==> config.mk <==
export PLATFORM = sky130hd
export DESIGN_NAME = video_timing_gen
export DESIGN_NICKNAME = d
export VERILOG_FILES = /design/src/rtl/video_timing_pkg.sv /design/src/rtl/video_timing_gen_axis.sv /design/src/rtl/video_timing_gen.sv
export SDC_FILE = /design/constraint.sdc
export NUM_CORES = 1
export LEC_CHECK = 0
export BUFFER_PORTS_ARGS = -buffer_cell sky130_fd_sc_hd__buf_2
export CORE_UTILIZATION = 59
export DETAILED_ROUTE_END_ITERATION = 6
export GPL_TIMING_DRIVEN = 0
export PLACE_DENSITY = 0.84
export SLEW_MARGIN = 25
export SYNTH_ARGS = -nofsm -noshare
export SYNTH_HDL_FRONTEND = slang
export SYNTH_HIERARCHICAL = 1
export SYNTH_SLANG_ARGS = --single-unit
==> constraint.sdc <==
create_clock -name px_clk -period 6.2 [get_ports px_clk]
set_input_delay 1.55 -clock px_clk [delete_from_list [all_inputs] [get_ports px_clk]]
set_output_delay 1.55 -clock px_clk [all_outputs]
set_load 0.05 [all_outputs]
==> src/rtl/video_timing_pkg.sv <==
// Shared timing constants and segment-decode helpers for video_timing_gen.
//
// Contents:
//   timing_preset_t    - one complete set of raster timing constants
//   VT_1280X1024_60    - 1280x1024 @ 60 Hz (108 MHz pixel clock)
//   VT_640X480_60      - 640x480 @ 60 Hz (25.175 MHz pixel clock)
//   seg_total()        - line/frame length from the four segment lengths
//   in_visible()       - count lies in the visible segment
//   in_sync()          - count lies in the sync segment (the last segment)
//
// Segment order on both axes: back porch, visible, front porch, sync.
package video_timing_pkg;

  typedef struct packed {
    int   h_visible;
    int   h_fp;
    int   h_sync;
    int   h_bp;
    int   v_visible;
    int   v_fp;
    int   v_sync;
    int   v_bp;
    logic hs_pol;
    logic vs_pol;
  } timing_preset_t;

  localparam timing_preset_t VT_1280X1024_60 = '{
    h_visible: 1280, h_fp: 48, h_sync: 112, h_bp: 248,
    v_visible: 1024, v_fp: 1,  v_sync: 3,   v_bp: 38,
    hs_pol: 1'b1, vs_pol: 1'b1
  };

  localparam timing_preset_t VT_640X480_60 = '{
    h_visible: 640, h_fp: 16, h_sync: 96, h_bp: 48,
    v_visible: 480, v_fp: 10, v_sync: 2,  v_bp: 33,
    hs_pol: 1'b0, vs_pol: 1'b0
  };

  function automatic int seg_total(input int bp, input int vis, input int fp, input int sync);
    return bp + vis + fp + sync;
  endfunction

  function automatic logic in_visible(input int c, input int bp, input int vis);
    return (c >= bp) && (c < bp + vis);
  endfunction

  // Sync is the final segment, so the upper bound is the wrap point itself.
  function automatic logic in_sync(input int c, input int bp, input int vis, input int fp);
    return c >= bp + vis + fp;
  endfunction

endpackage

==> src/rtl/video_timing_gen_axis.sv <==
// timing_axis: one axis (horizontal or vertical) of the raster generator.
//
// Ports:
//   clk        in  clock
//   clr_n      in  async active-low reset
//   adv        in  advance the counter by one this cycle
//   cnt        out registered count, 0..TOTAL-1
//   blank      out registered, 1 outside the visible segment
//   sync       out registered, POL inside the sync segment, else ~POL
//   blank_next out combinational blank for the count about to be loaded
//   coord_next out combinational visible coordinate (0 when blanked) for the
//                  count about to be loaded
//   wrap_now   out combinational, 1 when this cycle's advance wraps to 0
//
// Every registered output is decoded from the next count, so it lines up
// with cnt in the same cycle. The *_next outputs let the parent register its
// own cross-axis outputs (de, win, x, y, pulses) with the same alignment.
module timing_axis
  import video_timing_pkg::*;
#(
  parameter int   BP   = 1,
  parameter int   VIS  = 1,
  parameter int   FP   = 1,
  parameter int   SYNC = 1,
  parameter logic POL  = 1'b1,
  parameter int   CW   = 11
) (
  input  logic          clk,
  input  logic          clr_n,
  input  logic          adv,
  output logic [CW-1:0] cnt,
  output logic          blank,
  output logic          sync,
  output logic          blank_next,
  output logic [CW-1:0] coord_next,
  output logic          wrap_now
);

  localparam int            TOTAL    = seg_total(BP, VIS, FP, SYNC);
  localparam logic [CW-1:0] LAST_CNT = CW'(TOTAL - 1);
  localparam logic [CW-1:0] BP_CNT   = CW'(BP);

  logic [CW-1:0] cnt_next;
  logic          sync_next;

  always_comb begin
    cnt_next = cnt;
    wrap_now = 1'b0;
    if (adv) begin
      if (cnt == LAST_CNT) begin
        cnt_next = '0;
        wrap_now = 1'b1;
      end else begin
        cnt_next = cnt + 1'b1;
      end
    end
    blank_next = !in_visible(int'(cnt_next), BP, VIS);
    sync_next  = in_sync(int'(cnt_next), BP, VIS, FP) ? POL : ~POL;
    coord_next = blank_next ? '0 : (cnt_next - BP_CNT);
  end

  always_ff @(posedge clk or negedge clr_n) begin
    if (!clr_n) begin
      cnt   <= '0;
      blank <= 1'b1;
      sync  <= ~POL;
    end else begin
      cnt   <= cnt_next;
      blank <= blank_next;
      sync  <= sync_next;
    end
  end

endmodule

==> src/rtl/video_timing_gen.sv <==
// video_timing_gen: raster timing generator (counters, blanking, sync,
// active-area coordinates and a vertical text window).
//
// Ports:
//   px_clk       in  pixel clock
//   clr_n        in  async active-low reset
//   en           in  count enable; when low everything holds, pulses are 0
//   hsync/vsync  out sync, active level HS_POL/VS_POL
//   hblank/vblank out 1 outside the visible segment of each axis
//   de           out visible pixel
//   win          out visible pixel on a line inside [WIN_Y0, WIN_Y0+WIN_LINES)
//   hc/vc        out raw counters
//   x/y          out active-area coordinates (0 when that axis is blanked)
//   line_start   out 1 in the cycle after hc wrapped to 0
//   frame_start  out 1 in the cycle after hc and vc both wrapped to 0
//
// All outputs are registers loaded from next-state decodes, so they share
// a single cycle of alignment with hc/vc.
module video_timing_gen
  import video_timing_pkg::*;
#(
  parameter int H_VISIBLE = VT_1280X1024_60.h_visible,
  parameter int H_FP      = VT_1280X1024_60.h_fp,
  parameter int H_SYNC    = VT_1280X1024_60.h_sync,
  parameter int H_BP      = VT_1280X1024_60.h_bp,
  parameter int V_VISIBLE = VT_1280X1024_60.v_visible,
  parameter int V_FP      = VT_1280X1024_60.v_fp,
  parameter int V_SYNC    = VT_1280X1024_60.v_sync,
  parameter int V_BP      = VT_1280X1024_60.v_bp,
  parameter bit HS_POL    = 1'b1,
  parameter bit VS_POL    = 1'b1,
  parameter int WIN_Y0    = 112,
  parameter int WIN_LINES = 800,
  parameter int CW        = 11
) (
  input  logic          px_clk,
  input  logic          clr_n,
  input  logic          en,
  output logic          hsync,
  output logic          vsync,
  output logic          hblank,
  output logic          vblank,
  output logic          de,
  output logic          win,
  output logic [CW-1:0] hc,
  output logic [CW-1:0] vc,
  output logic [CW-1:0] x,
  output logic [CW-1:0] y,
  output logic          line_start,
  output logic          frame_start
);

  localparam int H_TOTAL = seg_total(H_BP, H_VISIBLE, H_FP, H_SYNC);
  localparam int V_TOTAL = seg_total(V_BP, V_VISIBLE, V_FP, V_SYNC);

  if (H_TOTAL > (2 ** CW)) begin : g_bad_h_total
    $error("video_timing_gen: H_TOTAL does not fit in CW bits");
  end
  if (V_TOTAL > (2 ** CW)) begin : g_bad_v_total
    $error("video_timing_gen: V_TOTAL does not fit in CW bits");
  end
  if (WIN_Y0 + WIN_LINES > V_VISIBLE) begin : g_bad_window
    $error("video_timing_gen: text window extends past the visible lines");
  end

  logic          h_blank_next;
  logic          v_blank_next;
  logic          h_wrap_now;
  logic          v_wrap_now;
  logic [CW-1:0] x_next;
  logic [CW-1:0] y_next;
  logic          de_next;
  logic          win_next;

  timing_axis #(
    .BP(H_BP), .VIS(H_VISIBLE), .FP(H_FP), .SYNC(H_SYNC), .POL(HS_POL), .CW(CW)
  ) u_h_axis (
    .clk        (px_clk),
    .clr_n      (clr_n),
    .adv        (en),
    .cnt        (hc),
    .blank      (hblank),
    .sync       (hsync),
    .blank_next (h_blank_next),
    .coord_next (x_next),
    .wrap_now   (h_wrap_now)
  );

  // The vertical axis steps only on the cycle the horizontal axis wraps.
  timing_axis #(
    .BP(V_BP), .VIS(V_VISIBLE), .FP(V_FP), .SYNC(V_SYNC), .POL(VS_POL), .CW(CW)
  ) u_v_axis (
    .clk        (px_clk),
    .clr_n      (clr_n),
    .adv        (h_wrap_now),
    .cnt        (vc),
    .blank      (vblank),
    .sync       (vsync),
    .blank_next (v_blank_next),
    .coord_next (y_next),
    .wrap_now   (v_wrap_now)
  );

  always_comb begin
    de_next  = ~h_blank_next & ~v_blank_next;
    win_next = de_next && (int'(y_next) >= WIN_Y0) && (int'(y_next) < WIN_Y0 + WIN_LINES);
  end

  always_ff @(posedge px_clk or negedge clr_n) begin
    if (!clr_n) begin
      x           <= '0;
      y           <= '0;
      de          <= 1'b0;
      win         <= 1'b0;
      line_start  <= 1'b0;
      frame_start <= 1'b0;
    end else begin
      x           <= x_next;
      y           <= y_next;
      de          <= de_next;
      win         <= win_next;
      // Wraps only occur on enabled cycles, so both pulses drop while en=0.
      line_start  <= h_wrap_now;
      frame_start <= h_wrap_now & v_wrap_now;
    end
  end

endmodule
After elaboration in Yosys (flattened, before gate mapping)
Cells that the tools add are included.
- bits of input ports: 3
- register bits: 52
- output and inout port bits: 52
- logic and storage cells: 46
- bitwise operators: 2
- muxes and demuxes: 12
- add/subtract/negate cells: 4
- equality and inequality tests: 2
- reductions and logical operators: 6
- order comparisons: 8
- operator list (operator ; count):
    $mux 11 ; 6
    $add 11x1->11 const B ; 2
    $eq 11x11->1 const B ; 2
    $ge 11x11->1 const B ; 2
    $lt 11x11->1 const B ; 2
    $ge 11x6->1 const B ; 1
    $ge 11x7->1 const B ; 1
    $ge 11x8->1 const B ; 1
    $lt 11x10->1 const B ; 1
    $sub 11x6->11 const B ; 1
    $sub 11x8->11 const B ; 1
    $mux 1 ; 6
    $logic_and 1x1->1 ; 4
    $and 1x1->1 ; 2
    $logic_not 1->1 ; 2

Longest topological paths before layout
Gate-level depths: netlist (run 1).
- depth in word-level cells: 10
- gate-level depth with buffers: 17
- mapped depth without buffers: 14

Hierarchy
Netlist (run 1), hierarchy kept.
- by module, submodules not included (module ; area each (um2) ; cells each ; instances):
    timing_axis (u_h_axis) ; 1109.8 ; 126 ; 1
    timing_axis (u_v_axis) ; 1021.0 ; 117 ; 1
    video_timing_gen ; 706.9 ; 34 ; 1

Worst setup path before layout (run 1)
OpenSTA, ideal clock, no wires.
- path type: input -> register
- from: input port en
- to: register win
- arrival time: 4.326 ns
- path slack: 1.734 ns
- setup time: 0.139 ns
- buffers on the path: 3
- stages on the path: 14
- required time: 6.061 ns
- cells stage by stage: buf_4 -> nand2_1 -> and4b_1 -> clkbuf_2 -> buf_2 -> nand4_1 -> or3_1 -> a21o_1 -> o211ai_2 -> xor2_2 -> a31oi_1 -> nor3_1 -> o2bb2ai_1 -> nor4_2
- longest elaborated chain between the ends: 8
- RTL lines (element ; line ; text):
    start, declared ; video_timing_gen.sv:38 ; input logic en,
    $mux 1 * ; video_timing_gen_axis.sv:49 ; if (adv) begin
    net h_wrap_now ; video_timing_gen.sv:68 ; logic h_wrap_now;
    $mux 11 * ; video_timing_gen_axis.sv:49 ;
    $ge 11x6->1 / $lt 11x11->1 (equally long branches) ; video_timing_pkg.sv:44 ; return (c >= bp) && (c < bp + vis);
    $logic_and 1x1->1 ; video_timing_pkg.sv:44 ;
    $mux 11 * ; video_timing_gen_axis.sv:59 ; coord_next = blank_next ? '0 : (cnt_next - BP_CNT);
    net y_next[7] ; video_timing_gen.sv:71 ; logic [CW-1:0] y_next;
    $ge 11x7->1 ; video_timing_gen.sv:106 ; win_next = de_next && (int'(y_next) >= WIN_Y0) && (int'(y_next) < WIN_Y0 + WIN_LINES);
    $logic_and 1x1->1 ; video_timing_gen.sv:106 ;
    $logic_and 1x1->1 * ; video_timing_gen.sv:106 ;
    net win_next ; video_timing_gen.sv:73 ; logic win_next;
    end signal, assigned ; video_timing_gen.sv:121 ; win <= win_next;
    end, declared ; video_timing_gen.sv:44 ; output logic win,
The timed path passes the listed nets; every way through them passes the cells marked *.

Worst setup path in the final report (run 1)
- from: input port en
- to: register win
- longest elaborated chain between the ends: 8
- RTL lines (element ; line ; text):
    $mux 1 * ; video_timing_gen_axis.sv:49 ;
    net h_wrap_now ; video_timing_gen.sv:68 ;
    $mux 11 * ; video_timing_gen_axis.sv:49 ;
    net u_v_axis.cnt_next[1] ; video_timing_gen_axis.sv:43 ; logic [CW-1:0] cnt_next;
    $ge 11x6->1 / $lt 11x11->1 (equally long branches) ; video_timing_pkg.sv:44 ;
    $logic_and 1x1->1 ; video_timing_pkg.sv:44 ;
    $mux 11 * ; video_timing_gen_axis.sv:59 ;
    net y_next[7] ; video_timing_gen.sv:71 ;
    $ge 11x7->1 ; video_timing_gen.sv:106 ;
    $logic_and 1x1->1 ; video_timing_gen.sv:106 ;
    $logic_and 1x1->1 * ; video_timing_gen.sv:106 ;
    net win_next ; video_timing_gen.sv:73 ;
Marks and branches as above.

==> summary.txt, run 1 <==
CTS
  • Root buffer cell: clkbuf_8
  • Clk sinks: 52
  • CTS Hold Bufs: 0
  • Post_cts resized: 0
  • Clock insertion delay at the later pin of the skew report: around 0.31 ns
  • CTS tree: yes
  • Worst-path clk slew: roughly 0.1 ns
  • CTS H-tree lvls: 2
  • TritonCTS buffer count: 5
  • Clock tree buffer depth: 2
  • Setup Buffers After CTS: 0

Synth
  • Syn_nets: roughly 290
  • Synth Area per Inst: 10.2 um^2
  • Synth area leader: dfrtp_1
  • Async S/R FF share, synth: 1.00
  • Number of synthesized register bits: 52
  • Top-area cell type share of the netlist area: 0.441
  • Main area contributors after synthesis: dfrtp_1 (44%), xnor2_1 (4.3%), nor2_1 (3.6%)
  • Netlist cell types: 70
  • Most used DFF post-synth: dfrtp_1
  • Warning count from the yosys run: 6
  • Seq/Total Area, Yosys: 0.459
  • Area of the mapped netlist: roughly 2800 um^2
  • Post-synth EDFFs: 0
  • Post-Syn Instances: 277

Final layout
  • Final Util: 0.736
  • Most frequent cells in the layout: buf_2 (56), dfrtp_1 (50), nor2_1 (27), nand2_1 (20), inv_1 (18)
  • Nets: around 350
  • N_diodes: 0
  • Commonest non-fill, non-tap cell in the layout: buf_2
  • Fraction of layout cells with a size suffix above 1: 0.275
  • Area Growth Syn to Fin: 16.0%
  • FILL cells: 329

Global routing
  • Largest net degree at the start of global routing: 53
  • Tot GR Track Use: 0.257
  • Via count of the first global-routing pass: 2,156
  • First-pass GRT wire length: 10.3 mm
  • Initial antenna violation count: 0
  • Grt total ovfl: 0

Outcome
  • Failing checks: design-rule violations
  • Status: finished, violations left

Floorplan
  • Die width: 71.4 um
  • Row count: 24
  • IO Count: 55
  • Core Area: between 4000 and 5000 um^2
  • Die area: between 5000 and 6000 um^2
  • Initial core utilization: 0.634
  • Height of the chip: 71.4 um

Timing
  • Final hold vios: 0
  • Least-Margin Pin Slew: 0.618 ns
  • Achievable Freq: a little over 200 MHz
  • Final Skew: between 0.009 and 0.01 ns
  • Aggregate negative setup slack: 0 ns
  • Slew margin rel.: 0.588
  • Fin crit share: 0.789
  • Setup violations, final: 0
  • Final Critical Period: roughly 5 ns
  • Max-slew violations: 0
  • RSZ-0062 raised after global routing: false

Power and ir drop
  • Cell Pwr Density: about 280 nW/um^2
  • Leak: ~1.7 nW
  • Worst vdd ir: about 0.24 mV

Hold path
  • Hold Path Origin: u_v_axis/cnt[8]$_DFF_PN0_
  • Hold/Removal Path Class: reg2reg
  • Hold Path Sink: u_v_axis/cnt[8]$_DFF_PN0_
  • Hold depth: 1

Worst setup path
  • Cell Chain, Critical Path: buf_4 > nand2_1 > and4b_1 > clkbuf_2 > nand4bb_1 > nor3_4 > a211oi_1 > ha_1 > a311oi_1 > o211ai_2 > xor2_2 > a31oi_1 > nor3_1 > o2bb2ai_1 > nor4_2
  • Capturing point of the worst reg2reg path: win$_DFF_PN0_
  • Critical path data required time: 6.37 ns
  • CP Capture Type: flip-flop
  • Slowest CP cell: xor2_2
  • CP Max Fanout: 12
  • Delay-heaviest family, CP: simple AND/OR/NAND/NOR gates
  • Crit path buf inv count: 2
  • Levels on crit path: 15
  • R2R depth: 16
  • Critical setup path kind: in2reg
  • Worst R2R Start: u_h_axis/cnt[0]$_DFF_PN0_
  • Worst path max stage delay: between 0.5 and 0.6 ns
  • Worst setup SP type: primary input
  • R2R setup slack: 1.79 ns
  • Crit path DAT: between 5 and 6 ns

Place
  • PortBufs: between 50 and 60
  • GPL Wtd Cong: 0.887
  • Dpl hpwl: around 4.3 mm

Detailed routing
  • DRT Pass-1 Iters: 7
  • Post-route DRC violation count: 4
  • Detailed-route wire length: 6.02 mm
  • Vias: approximately 2.3k
  • Average wire per standard cell: around 15 um
  • First-iteration detailed-routing DRC count: between 100 and 150
  • Antenna Nets Post-Route: 0
  • DR vias/cell: approximately 6

Run
  • Max cap viols: 0
[through the flow]
stage               instances  cell area (um^2)  hold slack, ns  setup WS, ns  power [mW]
floorplan                 277              2840           0.849          1.73       0.622
global placement          382              3170           0.558          1.10       0.684
detailed placement        382              3170           0.582          1.07       0.695
CTS                       390              3290           0.588          1.36       0.943
global route              390              3290           0.625          1.05       0.988
finish                    390              3290           0.590          1.31       0.937
[worst reg2reg max path, cell delays in order, from the launching register on]
cell and delay (ns):
dfrtp_1 0.46, ha_1 0.17, buf_2 0.19, and4b_1 0.23, and4b_1 0.20, clkbuf_2 0.27, nand4bb_1 0.21, nor3_4 0.45
a211oi_1 0.15, ha_1 0.30, a311oi_1 0.33, o211ai_2 0.15, xor2_2 0.53, a31oi_1 0.18, nor3_1 0.22, o2bb2ai_1 0.16
nor4_2 0.05
[power breakdown]
group / switching, mW / total (mW) / internal, mW
Combinational: 0.205 / 0.294 / 0.0887
Sequential: 0.0346 / 0.396 / 0.361
Clock: 0.115 / 0.247 / 0.132
Total: 0.355 / 0.937 / 0.582
[worst max path at each step]
stage / start / to
floorplan: en / win$_DFF_PN0_
global placement: en / win$_DFF_PN0_
detailed placement: en / win$_DFF_PN0_
CTS: en / win$_DFF_PN0_
global route: en / win$_DFF_PN0_
finish: en / win$_DFF_PN0_
[synth_stat cells (3+ instances only)]
cell type	n
a211oi_1	3
a31oi_1	4
and3_1	5
and4b_1	5
buf_2	4
dfrtp_1	50
ha_1	7
inv_1	18
inv_2	3
nand2_1	20
nand3_1	12
nand4_1	6
nor2_1	27
nor3_1	8
o211ai_1	3
o21ai_0	5
or3_1	8
xnor2_1	14
xor2_1	8
[flip-flops by register name, summed over array words and instances (netlist names)]
signal,cells
u_h_axis/cnt,11
win,1
de,1
line_start,1
u_v_axis/cnt,11
u_v_axis/sync,1
u_v_axis/blank,1
frame_start,1
u_h_axis/blank,1
x,11
u_h_axis/sync,1
y,11
[routing by layer]
metal  track usage  vias to the layer above  wire length (um)  part of all wire
met5             0                        -                 0                 0
met4        0.0911                        0                71             0.012
met3        0.0366                        6               301             0.050
met2         0.387                       81              2740              0.45
met1         0.382                     1125              2910              0.48
li1              -                     1100                 -                 -
[area by class of cell]
type | instances | area [um^2] | area share
buffer | 8 | 47.5 | 0.0144
clock buffer | 6 | 82.6 | 0.0251
clock inverter | 2 | 38.8 | 0.0118
inverter | 21 | 78.8 | 0.0239
multi-input combinational | 196 | 1410 | 0.428
sequential | 52 | 1300 | 0.396
tap | 52 | 65.1 | 0.0198
timing repair buffer | 53 | 268 | 0.0813
[logic make-up (layout without fill, tap and decap cells)]
group	count (synthesis)	in the layout	share of synthesized area
AOI/OAI and AO/OA	42	42	0.126
xor gates and xnor gates	24	24	0.0794
adders and majority gates	7	7	0.0309
buffers and inverters	29	90	0.0445
DFF	52	52	0.459
muxes	3	3	0.0110
and+or+nand+nor	120	120	0.249
No activity file was read; power rests on OpenSTA's default activity.
==> inputs of run 2 (changes only) <==
CORE_UTILIZATION = 50   (was 59)
PLACE_DENSITY = 0.76   (was 0.84)
clock period = 4 ns   (was 6.2 ns; I/O delays follow)
==> run 2 against run 1 <==
The run now ends clean. Global-route usage fell by 4.2 points. Non-clock buffer count up 7. Design area up 4.1%. Total power increased by 51%. Clock power grew 40%. Die area is 17% higher. Worst hold slack lost 0.0066 ns. Via count is 0.95% higher. Combinational power up 54%. Largest power group unchanged.
==> summary.txt, run 2 (same netlist as run 1, synthesis figures left out) <==
Outcome
  • Status: complete, no violations

Global routing
  • Grt total ovfl: 0
  • Met3 Track Usage GR: 0.0329
  • Tot GR Track Use: 0.215
  • Initial antenna violation count: 0
  • Largest net degree at the start of global routing: 53
  • Via count of the first global-routing pass: 2,214
  • First-pass GRT wire length: between 10 and 15 mm
  • Busiest grt layer: met2
  • Met1 Track Usage GR: 0.268
  • Met2 GRT Util: 0.375

Power and ir drop
  • Flop pwr share: 0.434
  • Sw frac: 0.375
  • Int Pwr: 885 uW
  • Clock power frac: 0.245
  • Switching power: between 500 and 600 uW
  • Cell Pwr Density: ~410 nW/um^2
  • Worst vdd ir: between 0.3 and 0.4 mV
  • Leak: between 1.5 and 2 nW
  • Comb power frac: 0.321
  • Total power: 1.42 mW

Final layout
  • Commonest non-fill, non-tap cell in the layout: buf_2
  • FF/Latch Area: between 1000 and 1500 um^2
  • Fraction of layout cells with a size suffix above 1: 0.316
  • Footprint of the multi-input gates: 1470 um^2
  • Area Growth Syn to Fin: 20.7%
  • N_diodes: 0
  • Nets: around 350
  • Design Area, Final: around 3400 um^2
  • FILL cells: between 400 and 500
  • Fin cells: 417
  • Most frequent cells in the layout: buf_2 (55), dfrtp_1 (49), nor2_1 (25), nand2_1 (20), inv_1 (18)

CTS
  • Clock tree buffer depth: 2
  • CTS H-tree lvls: 2
  • Clk sinks: between 50 and 60
  • TritonCTS buffer count: 5
  • Worst-path clk slew: about 0.09 ns
  • CTS tree: yes
  • Root buffer cell: clkbuf_8
  • Clock insertion delay at the later pin of the skew report: about 0.30 ns
  • CTS Hold Bufs: 0

Timing
  • Setup violations, final: 0
  • Fin crit share: 0.931
  • Final Critical Period: approximately 3.7 ns
  • Least-Margin Pin Slew: about 0.63 ns
  • Achievable Freq: 269 MHz
  • Aggregate negative setup slack: 0 ns
  • Hold Slack: between 0.5 and 0.6 ns
  • Slew margin rel.: 0.583
  • Max-slew violations: 0
  • Final Skew: 0.00729 ns
  • Final hold vios: 0

Worst setup path
  • CP Capture Type: flip-flop
  • Capturing point of the worst reg2reg path: win$_DFF_PN0_
  • Delay-heaviest family, CP: simple AND/OR/NAND/NOR gates
  • Crit path buf inv count: 4
  • Critical setup path kind: reg2reg
  • Critical path data required time: between 4 and 5 ns
  • Slowest CP cell: dfrtp_1
  • Cell Chain, Critical Path: ha_1 > buf_2 > and4b_1 > and4b_1 > clkbuf_4 > clkbuf_4 > nand4_1 > buf_4 > nor3b_2 > xnor2_1 > o211ai_4 > xor2_4 > a31oi_2 > nor3_1 > o2bb2ai_1 > nor4_2
  • R2R setup slack: 0.28 ns
  • R2R depth: 16
  • Worst setup SP type: flip-flop
  • Worst R2R Start: u_h_axis/cnt[1]$_DFF_PN0_
  • CP Max Fanout: 11
  • Worst path max stage delay: about 0.44 ns
  • Crit path DAT: 3.90 ns

Detailed routing
  • Vias: 2,334
  • Average wire per standard cell: around 14 um
  • Post-route DRC violation count: 0
  • First-iteration detailed-routing DRC count: 134
  • DR vias/cell: roughly 5.6
  • Detailed-route wire length: 5.96 mm
  • Antenna Nets Post-Route: 0
  • DRT Pass-1 Iters: 4

Floorplan
  • Row count: 27
  • Height of the chip: slightly below 80 um
  • Initial core utilization: 0.519
  • Die area: between 5000 and 6000 um^2
  • Core Area: ~5500 um^2
  • Die width: 77.3 um
  • IO Count: 55

Place
  • Dpl hpwl: about 4.3 mm
  • Cell Area, Placed: 3200 um^2
  • Placed Cells: 402
  • GPL Wtd Cong: between 0.8 and 0.9
  • PortBufs: 53

Hold path
  • Hold/Removal Path Class: reg2reg
  • Hold depth: 1
  • Hold Path Sink: u_v_axis/cnt[8]$_DFF_PN0_
  • Hold Path Origin: u_v_axis/cnt[8]$_DFF_PN0_

Run
  • Max cap viols: 0
==> run 2: cell types whose count changed in the layout (fill, tap and decap cells not counted), sizes merged <==
cell    delta
buf        +6
clkbuf     +1
==> run 2: how the worst max path moves through the flow <==
| stage | start | endpoint | cells after the start |
|---|---|---|---|
| floorplan | en | win$_DFF_PN0_ | 14 |
| detailed placement | en | win$_DFF_PN0_ | 14 |
| global placement | en | win$_DFF_PN0_ | 15 |
| CTS | u_h_axis/cnt[0]$_DFF_PN0_ | win$_DFF_PN0_ | 16 |
| finish | u_h_axis/cnt[1]$_DFF_PN0_ | win$_DFF_PN0_ | 16 |
| global route | u_h_axis/cnt[1]$_DFF_PN0_ | win$_DFF_PN0_ | 16 |
==> run 2: timing repair <==
item                                   CTS  global route
setup endpoints to repair                1             1
buffers inserted                         5             2
endpoints found under the hold margin    0             0
resized for setup                        2            13
pin swaps                                2             2
==> run 2: metal layers <==
metal / up-vias / share of wire
li1: 1120 / -
met1: 1137 / 0.43
met2: 66 / 0.50
met3: 11 / 0.043
met4: 0 / 0.021
met5: - / 0
==> run 2: layout make-up <==
class                           instances  share of cell area
Multi-Input combinational cell        196               0.430
Sequential cell                        52               0.381
Timing Repair Buffer                   60              0.0935
Tap cell                               72              0.0263
Inverter                               21              0.0230
Clock buffer                            6              0.0212
Buffer                                  8              0.0153
Clock inverter                          2              0.0102
==> run 2: power groups by stage <==
stage,clock network (mW),registers (mW),logic [mW]
after CTS,0.360,0.613,0.454
after global placement,0,0.621,0.444
final,0.347,0.615,0.454
after global routing,0.381,0.621,0.494
after floorplan,0,0.731,0.233
after detailed placement,0,0.623,0.452
==> run 2: through the flow <==
stage | util | setup WS [ns]
after floorplan | - | 0.0843
after global placement | 0.583 | -0.490
after detailed placement | 0.584 | -0.506
after CTS | 0.613 | 0.0472
after global routing | 0.626 | -0.00307
final | 0.626 | 0.278
==> run 2: worst reg2reg max path: stages (launching register included) <==
cell	delay [ns]
dfrtp_1	0.44
ha_1	0.18
buf_2	0.20
and4b_1	0.23
and4b_1	0.20
clkbuf_4	0.21
clkbuf_4	0.23
nand4_1	0.16
buf_4	0.19
nor3b_2	0.27
xnor2_1	0.29
o211ai_4	0.18
xor2_4	0.27
a31oi_2	0.08
nor3_1	0.24
o2bb2ai_1	0.17
nor4_2	0.06
